--- config.mk ---
export PLATFORM = sky130hd
export DESIGN_NAME = exec_stage_pipe
export DESIGN_NICKNAME = d
export VERILOG_FILES = /design/src/rtl/exec_stage_pipe.sv
export SDC_FILE = /design/constraint.sdc
export NUM_CORES = 1
export LEC_CHECK = 0
export BUFFER_PORTS_ARGS = -buffer_cell sky130_fd_sc_hd__buf_2
export CAP_MARGIN = 20
export CORE_MARGIN = 2
export CORE_UTILIZATION = 65
export CTS_BUF_LIST = sky130_fd_sc_hd__clkbuf_16
export DETAILED_ROUTE_END_ITERATION = 12
export PLACE_DENSITY = 0.87
export SYNTH_ARGS = -nofsm -noshare
export SYNTH_HDL_FRONTEND = slang
export SYNTH_SLANG_ARGS = --single-unit
export TNS_END_PERCENT = 20
--- constraint.sdc ---
create_clock -name clk -period 6.8 [get_ports clk]
set_input_delay 1.36 -clock clk [delete_from_list [all_inputs] [get_ports clk]]
set_output_delay 1.36 -clock clk [all_outputs]
set_load 0.03 [all_outputs]
--- src/rtl/exec_stage_pipe.sv ---
// Execute stage: operand select, B pre-shift, ALU with iterative MUL, C and {V,N,Z} status registers.
// Single-cycle ops finish on the accept edge; MUL takes WIDTH edges. Stalls when a result is unconsumed.
module exec_stage_pipe #(
  parameter int WIDTH     = 16,
  parameter int IMM_WIDTH = 5
) (
  input  logic                 clk,
  input  logic                 reset_n,
  input  logic                 flush,
  input  logic                 in_valid,
  output logic                 in_ready,
  input  logic                 asel,
  input  logic                 bsel,
  input  logic                 loadc,
  input  logic                 loads,
  input  logic [1:0]           shift,
  input  logic [2:0]           alu_op,
  input  logic [IMM_WIDTH-1:0] imm,
  input  logic [WIDTH-1:0]     a,
  input  logic [WIDTH-1:0]     b,
  output logic                 out_valid,
  input  logic                 out_ready,
  output logic [WIDTH-1:0]     c,
  output logic [2:0]           status,
  output logic                 busy
);

  localparam int CW = $clog2(WIDTH + 1);
  localparam logic [2:0] OP_ADD = 3'b000;
  localparam logic [2:0] OP_SUB = 3'b001;
  localparam logic [2:0] OP_AND = 3'b010;
  localparam logic [2:0] OP_NOT = 3'b011;
  localparam logic [2:0] OP_MUL = 3'b100;

  typedef enum logic {IDLE, MUL} state_t;

  state_t            state, state_nxt;
  logic              accept;
  logic [WIDTH-1:0]  ain, bsh, bin, bneg, res;
  logic              ovf;
  logic [WIDTH-1:0]  mcand, mplier, acc, acc_nxt;
  logic [CW-1:0]     count;
  logic              ldc, lds;

  always_comb begin
    case (shift)
      2'b01:   bsh = {b[WIDTH-2:0], 1'b0};
      2'b10:   bsh = {1'b0, b[WIDTH-1:1]};
      2'b11:   bsh = {b[WIDTH-1], b[WIDTH-1:1]};
      default: bsh = b;
    endcase
  end

  // The immediate bypasses the shifter entirely.
  assign ain  = asel ? a : '0;
  assign bin  = bsel ? {{(WIDTH-IMM_WIDTH){1'b0}}, imm} : bsh;
  assign bneg = ~bin;

  always_comb begin
    res = '0;
    ovf = 1'b0;
    case (alu_op)
      OP_ADD: begin
        res = ain + bin;
        ovf = (ain[WIDTH-1] == bin[WIDTH-1]) && (res[WIDTH-1] != ain[WIDTH-1]);
      end
      OP_SUB: begin
        res = ain + bneg + WIDTH'(1);
        ovf = (ain[WIDTH-1] == bneg[WIDTH-1]) && (res[WIDTH-1] != ain[WIDTH-1]);
      end
      OP_AND:  res = ain & bin;
      OP_NOT:  res = bneg;
      OP_MUL:  res = '0;
      default: res = bin;
    endcase
  end

  assign acc_nxt = acc + (mplier[0] ? mcand : '0);
  assign accept  = in_valid && in_ready;

  always_ff @(posedge clk or negedge reset_n) begin
    if (!reset_n) state <= IDLE;
    else          state <= state_nxt;
  end

  always_comb begin
    state_nxt = state;
    in_ready  = (state == IDLE) && (!out_valid || out_ready) && !flush;
    busy      = (state == MUL);
    case (state)
      IDLE: if (in_valid && in_ready && alu_op == OP_MUL) state_nxt = MUL;
      MUL:  if (flush || count == CW'(1)) state_nxt = IDLE;
      default: state_nxt = IDLE;
    endcase
  end

  always_ff @(posedge clk or negedge reset_n) begin
    if (!reset_n) begin
      c         <= '0;
      status    <= '0;
      out_valid <= 1'b0;
      mcand     <= '0;
      mplier    <= '0;
      acc       <= '0;
      count     <= '0;
      ldc       <= 1'b0;
      lds       <= 1'b0;
    end else if (flush) begin
      out_valid <= 1'b0;
    end else if (accept) begin
      if (alu_op == OP_MUL) begin
        mcand     <= ain;
        mplier    <= bin;
        acc       <= '0;
        count     <= CW'(WIDTH);
        ldc       <= loadc;
        lds       <= loads;
        out_valid <= 1'b0;
      end else begin
        out_valid <= 1'b1;
        if (loadc) c <= res;
        if (loads) status <= {ovf, res[WIDTH-1], res == '0};
      end
    end else if (state == MUL) begin
      // Shift-add: consume one multiplier bit per edge, final sum lands on the last one.
      acc    <= acc_nxt;
      mcand  <= {mcand[WIDTH-2:0], 1'b0};
      mplier <= {1'b0, mplier[WIDTH-1:1]};
      count  <= count - CW'(1);
      if (count == CW'(1)) begin
        out_valid <= 1'b1;
        if (ldc) c <= acc_nxt;
        if (lds) status <= {1'b0, acc_nxt[WIDTH-1], acc_nxt == '0};
      end
    end else if (out_valid && out_ready) begin
      out_valid <= 1'b0;
    end
  end

endmodule

==> impl_metrics.py, run 1 <==
metrics = {
    "worst_setup_path": {
        "path_class": "input port to flop",
        "cp_top_family": "compound AO/OA/AOI/OAI gates",
        "crit_required_ps": 7040,
        "critPathLaunchType": "input port",
        "crit_fanout": 17,
        "crit_chain": "buf_2 > inv_1 > mux2i_1 > o21ai_1 > ha_1 > a211oi_2 > o211ai_2 > a311oi_1 > o211a_1 > o41ai_1 > a211oi_1 > o22ai_1 > or4_1 > o31ai_2",
        "path_buf_inv": 2,
        "crit_slowest_cell": "a311oi_1",
        "endpoint_kind": "flop",
        "arrival_ps": 5340,
        "max_stage_delay_ps": 520,
    },
    "global_route": {
        "grt_overflow": 0,
        "grt_pass1_wl_um": 33300,
        "grt_antenna_before_repair": 0,
        "grt_pass1_vias": 6501,
        "grt_max_degree": 77,
        "grt.total_usage_pct": 36.7,
    },
    "run_status": {
        "outcome": "finished, final reports clean",
    },
    "clock_network": {
        "root_buffer": "clkbuf_16",
        "cts_tree": "yes",
        "clock_sinks": 76,
        "insertion_delay_ps": 340,
        "htree_levels": 3,
        "postCtsSetupBuffers": 0,
        "ctsResizeCount": 0,
        "cts_buffer_depth": 2,
        "cts_made_buffers": 9,
        "path_clk_slew_ps": 60,
        "cts_hold_buf": 0,
    },
    "synthesis": {
        "yosysWarnings": 0,
        "synth_cells": 871,
        "synth_top_area_share_pct": 27.2,
        "seq_area_frac_synth_pct": 27.2,
        "synth_area_leaders": "dfrtp_1 27%, ha_1 9.1%, nor2_1 6.0%",
        "synth_seq_cells": 76,
        "async_flop_share_pct": 100,
        "ys.flop_type": "dfrtp_1",
        "synth_nets": 976,
        "synth_edf_count": 0,
        "netlist_area_um2": 7000,
        "yosys.area.top_type": "dfrtp_1",
        "synth_cell_types": 90,
        "post_synth.cell_area_avg_um2": 8.03,
    },
    "placement": {
        "portBuffers": 72,
        "dp_hpwl_um": 15100,
        "dpl.cell_count": 1036,
        "place_congestion": 0.940,
    },
    "sta": {
        "finalSetupViolations": 0,
        "fmax_ghz": 0.196,
        "setup_tns_ps": 0,
        "worst_slew_pin_slew_ps": 958,
        "holdWs_ps": 476,
        "slew_headroom_pct": 36.1,
        "fin_crit_ps": 5100,
        "grt_setup_unrepaired": "false",
        "fin_crit_sh_pct": 75.0,
        "hold_violations": 0,
        "drv_slew": 0,
        "skew_ps": 8.12,
    },
    "pwr": {
        "power_density_nw_per_um2": 351,
        "ir_drop_mv": 0.250,
        "p_leak_uw": 0.00350,
        "power_uw": 2710,
    },
    "final_layout": {
        "syn_to_final_growth_pct": 10.1,
        "antenna_cells": 0,
        "drive_above_1_share_pct": 15.4,
        "nNetsFinal": 1017,
        "post-route-util_pct": 74.3,
        "stdcell_count": 1053,
    },
    "drt": {
        "dr.pass1.iters": 6,
        "drc": 0,
        "wl_met2_um": 9260,
        "wl_met1_um": 8480,
        "highest_layer": "met4",
        "antenna_left": 0,
        "viasPerCell": 6.63,
        "num_vias": 6978,
        "wl_per_cell_um": 19.7,
        "wl_met3_um": 2060,
        "routed_wirelength_um": 20700,
        "drt_iter0_markers": 688,
    },
    "die": {
        "die-area_um2": 11600,
        "core_area_um2": 10400,
        "die_h_um": 108,
        "die_x_um": 108,
        "std_cell_rows": 37,
        "initial_utilization_pct": 67.5,
        "io-pin-count": 73,
    },
    "job": {
        "maxCapViolations": 0,
    },
    "worst_hold_path": {
        "hold_class": "flop to flop",
    },
}
-- layer usage --
metal	vias up	global-route usage, %
li1	3222	-
met1	3230	50.5
met2	436	56.7
met3	90	7.63
met4	0	14.0
met5	-	0
-- cell usage after synthesis (10+ instances only) --
library cell	n
nand3_1	10
a21oi_1	53
xor2_1	13
o211ai_1	13
and2_1	37
mux2i_1	17
nor2_1	112
o21ai_0	44
nand2b_1	10
dfrtp_1	76
nor2b_1	15
nand2_1	90
ha_1	51
xnor2_1	15
o22ai_1	26
inv_1	42
a211oi_1	12
a21o_1	13
nor3_1	15
clkbuf_1	26
-- worst reg2reg max path, cell delays in order (launching register included) --
cell,delay [ps]
dfrtp_1,550
and2_1,240
ha_1,230
fa_1,480
a211oi_1,400
nor4_1,150
or4b_1,580
a31o_1,250
a21oi_1,180
xnor2_1,110
nor4_1,310
a31oi_1,150
o31ai_2,90
-- through the flow --
stage / setup WS (ps) / instance area, um2
global placement: 1510 / 7340
CTS: 1810 / 7690
floorplan: 2340 / 7000
detailed placement: 1470 / 7340
global route: 1420 / 7700
finish: 1700 / 7700
-- kinds of logic after synthesis --
family	after synthesis	share of synthesized area, %
AO/OA/AOI/OAI	260	26.5
XOR/XNOR	28	3.51
adder cells (fa/ha/maj)	54	9.98
buffers and inverters	90	5.58
flip-flops	76	27.2
multiplexers	27	4.04
AND/OR/NAND/NOR	336	23.2
-- placed cells by master (no fill, tap or decap), types with 7 or more instances in the layout --
cell       instances
inv_1             42
ha_1              51
a211oi_1          12
xnor2_1           15
a31oi_1            9
a21o_1            13
nand2_1           90
and2_1            37
nand3_1           10
nor4_1             7
o22ai_1           26
buf_2             71
nor2_1           112
nor3_1            15
o221a_2            8
o21a_1             7
clkbuf_16          9
mux2i_1           17
nor2b_1           15
nand2b_1          10
mux2_2             9
dfrtp_1           76
a21oi_1           52
o21ai_0           44
xor2_1            13
o211ai_1          13
-- power by group --
group	switching, uW	internal, uW
Sequential	140	647
Clock	197	361
Combinational	838	523
Total	1170	1530
-- path summary, 6_finish.rpt --
| path | cells after the start | endpoint | start | slack [ps] |
|---|---|---|---|---|
| worst max-delay path | 14 | status[0] | shift[1] | 1700 |
| worst min-delay path | 2 | lds | lds | 480 |
| worst max register to register | 12 | status[0] | mplier[0] | 2990 |
| worst min register to register | 2 | lds | lds | 480 |
| max in group asynchronous | 1 | acc[2] | reset_n | 5010 |
| min in group asynchronous | 1 | c[8] | reset_n | 1160 |
-- area by class of cell --
cell class,count,area [um2]
inverter,44,165
fill,803,2670
sequential,76,1900
clock buffer,9,225
clock inverter,7,121
multi-input combinational,705,4720
timing repair buffer,76,400
tap,136,170
-- sequential cells by signal, indices dropped and copies added (netlist names) --
register	flops
acc	16
busy	1
c	16
count	5
ldc	1
lds	1
mcand	16
mplier	16
out_valid	1
status	3
Power figures use the tool's default switching activity.
==> inputs of run 2 (changes only) <==
CORE_UTILIZATION = 55   (was 65)
PLACE_DENSITY = 0.78   (was 0.87)
clock period = 4.3 ns   (was 6.8 ns; I/O delays follow)
==> run 2 against run 1 <==
Combinational power grew 60%. Sequential share of layout area fell by 1.6 points. Sequential cell count unchanged. Clock skew decreased by 1.8 ps. Utilization is 8.5 points lower. Largest power group unchanged. First-iteration DRC count rose by 15%. Final area increased by 6.9%. Register-to-register slack worse by 2500 ps.
==> impl_metrics.py, run 2 (same netlist as run 1, synthesis figures left out) <==
metrics = {
    "run_status": {
        "outcome": "finished, final reports clean",
    },
    "sta": {
        "drv_slew": 0,
        "fin_crit_sh_pct": 94.6,
        "worst_slew_pin_slew_ps": 963,
        "grt_setup_unrepaired": "false",
        "fmax_ghz": 0.246,
        "finalSetupViolations": 0,
        "slew_headroom_pct": 35.8,
        "fin_crit_ps": 4070,
        "skew_ps": 6.30,
        "hold_violations": 0,
        "setup_ws_ps": 232,
    },
    "clock_network": {
        "cts_made_buffers": 9,
        "htree_levels": 3,
        "ctsResizeCount": 0,
        "path_clk_slew_ps": 60,
        "cts_tree": "yes",
        "postCtsSetupBuffers": 0,
        "clock_sinks": 76,
        "root_buffer": "clkbuf_16",
        "cts_hold_buf": 0,
        "insertion_delay_ps": 340,
        "cts_buffer_depth": 2,
    },
    "die": {
        "die_h_um": 117,
        "die-area_um2": 13600,
        "core_area_um2": 12500,
        "std_cell_rows": 41,
        "die_x_um": 117,
        "initial_utilization_pct": 55.9,
        "io-pin-count": 73,
    },
    "drt": {
        "wl_per_cell_um": 18.5,
        "dr.pass1.iters": 6,
        "viasPerCell": 6.20,
        "antenna_left": 0,
        "num_vias": 7145,
        "routed_wirelength_um": 21300,
        "drc": 0,
        "drt_iter0_markers": 790,
    },
    "worst_setup_path": {
        "crit_path_frequent_cell": "buf_4",
        "crit_fanout": 5,
        "crit_slowest_cell": "o311ai_0",
        "crit_required_ps": 4510,
        "critPathLaunchType": "input port",
        "path_class": "input port to flop",
        "reg2reg_depth": 12,
        "max_stage_delay_ps": 490,
        "endpoint_kind": "flop",
        "crit_chain": "buf_2 > buf_4 > or3b_1 > a2bb2oi_2 > ha_1 > inv_1 > fa_1 > nand2b_1 > a21oi_1 > o211ai_1 > nand2_1 > buf_4 > a21oi_1 > xnor2_1 > nor2_1 > o311ai_0 > buf_4 > a31oi_1",
        "arrival_ps": 4280,
    },
    "global_route": {
        "met1_usage_pct": 42.5,
        "grt_pass1_vias": 6750,
        "use_met3_pct": 6.33,
        "grt_antenna_before_repair": 0,
        "gr-usage-met2_pct": 52.6,
        "grt_overflow": 0,
        "grt_pass1_wl_um": 34000,
        "grt_max_degree": 77,
        "grt.total_usage_pct": 32.1,
        "grt.busiest_layer": "met2",
    },
    "final_layout": {
        "antenna_cells": 0,
        "mostFrequentLayoutCells": "112 x nor2_1, 90 x nand2_1, 76 x dfrtp_1, 71 x buf_2, 67 x buf_4",
        "nNetsFinal": 1081,
        "final_common_cell": "nor2_1",
        "drive_above_1_share_pct": 20.9,
        "syn_to_final_growth_pct": 17.7,
        "fin_area_um2": 8230,
        "ff_latch_area_um2": 1900,
        "multi_input_area_um2": 4720,
        "fill_cells": 1074,
    },
    "pwr": {
        "power_density_nw_per_um2": 516,
        "p_leak_uw": 0.00380,
        "power_uw": 4250,
        "ir_drop_mv": 0.344,
    },
    "placement": {
        "portBuffers": 72,
        "place_area_um2": 7880,
        "place_congestion": 1.00,
        "pre_cts_slack_ps": -29.8,
        "dp_hpwl_um": 16100,
    },
    "worst_hold_path": {
        "hold_depth": 2,
        "hold_class": "flop to flop",
    },
    "job": {
        "maxCapViolations": 0,
    },
}
## run 2: cell count changes in the layout (fill, tap and decap cells not counted), moves of 2 or more
cell,delta
clkinvlp_4,+2
clkinv_4,+2
buf_4,+63
inv_6,-2
## run 2: layer usage
metal  part of all wire [%]  wire [um]
met5                      0          0
met4                    3.7        794
met3                    7.1       1510
met2                     46       9860
met1                     43       9180
## run 2: area by class of cell
class	instances	area share (%)
repair buffers	140	11.0
flip-flops and latches	76	23.1
inverters	44	2.01
clock buffers	9	2.74
clock inverters	7	1.23
multi-input cells	705	57.3
well taps	172	2.61
## run 2: metrics by stage
step                utilization, %  instances  hold slack, ps  TNS [ps]
finish                        65.8       1153             479         0
global route                  65.8       1153             504         0
CTS                           65.5       1152             484         0
detailed placement            62.9       1136             468     -49.6
global placement              62.9       1136             457         0
floorplan                        -        871             437         0
## run 2: worst max-delay path, delay by kind of cell
family	cells	cell delay (ps)
compound gates	6	1200
xor+xnor	1	150
fa+ha+maj	2	660
buf+inv	5	680
simple gates	4	710
## run 2: where the power goes
group	switching [uW]	total [uW]	internal [uW]	leakage, uW
combinational	1290	2180	888	0.00272
sequential	214	1240	1020	0.000929
clock	321	832	511	0.000152
## run 2: path summary, 6_finish.rpt
kind | endpoint | startpoint | slack (ps)
worst min register to register | ldc | ldc | 480
worst max register to register | status[0] | mplier[0] | 540
min in group asynchronous | acc[14] | reset_n | 680
worst max-delay path | c[12] | shift[0] | 230
worst min-delay path | ldc | ldc | 480
max in group asynchronous | busy | reset_n | 3010
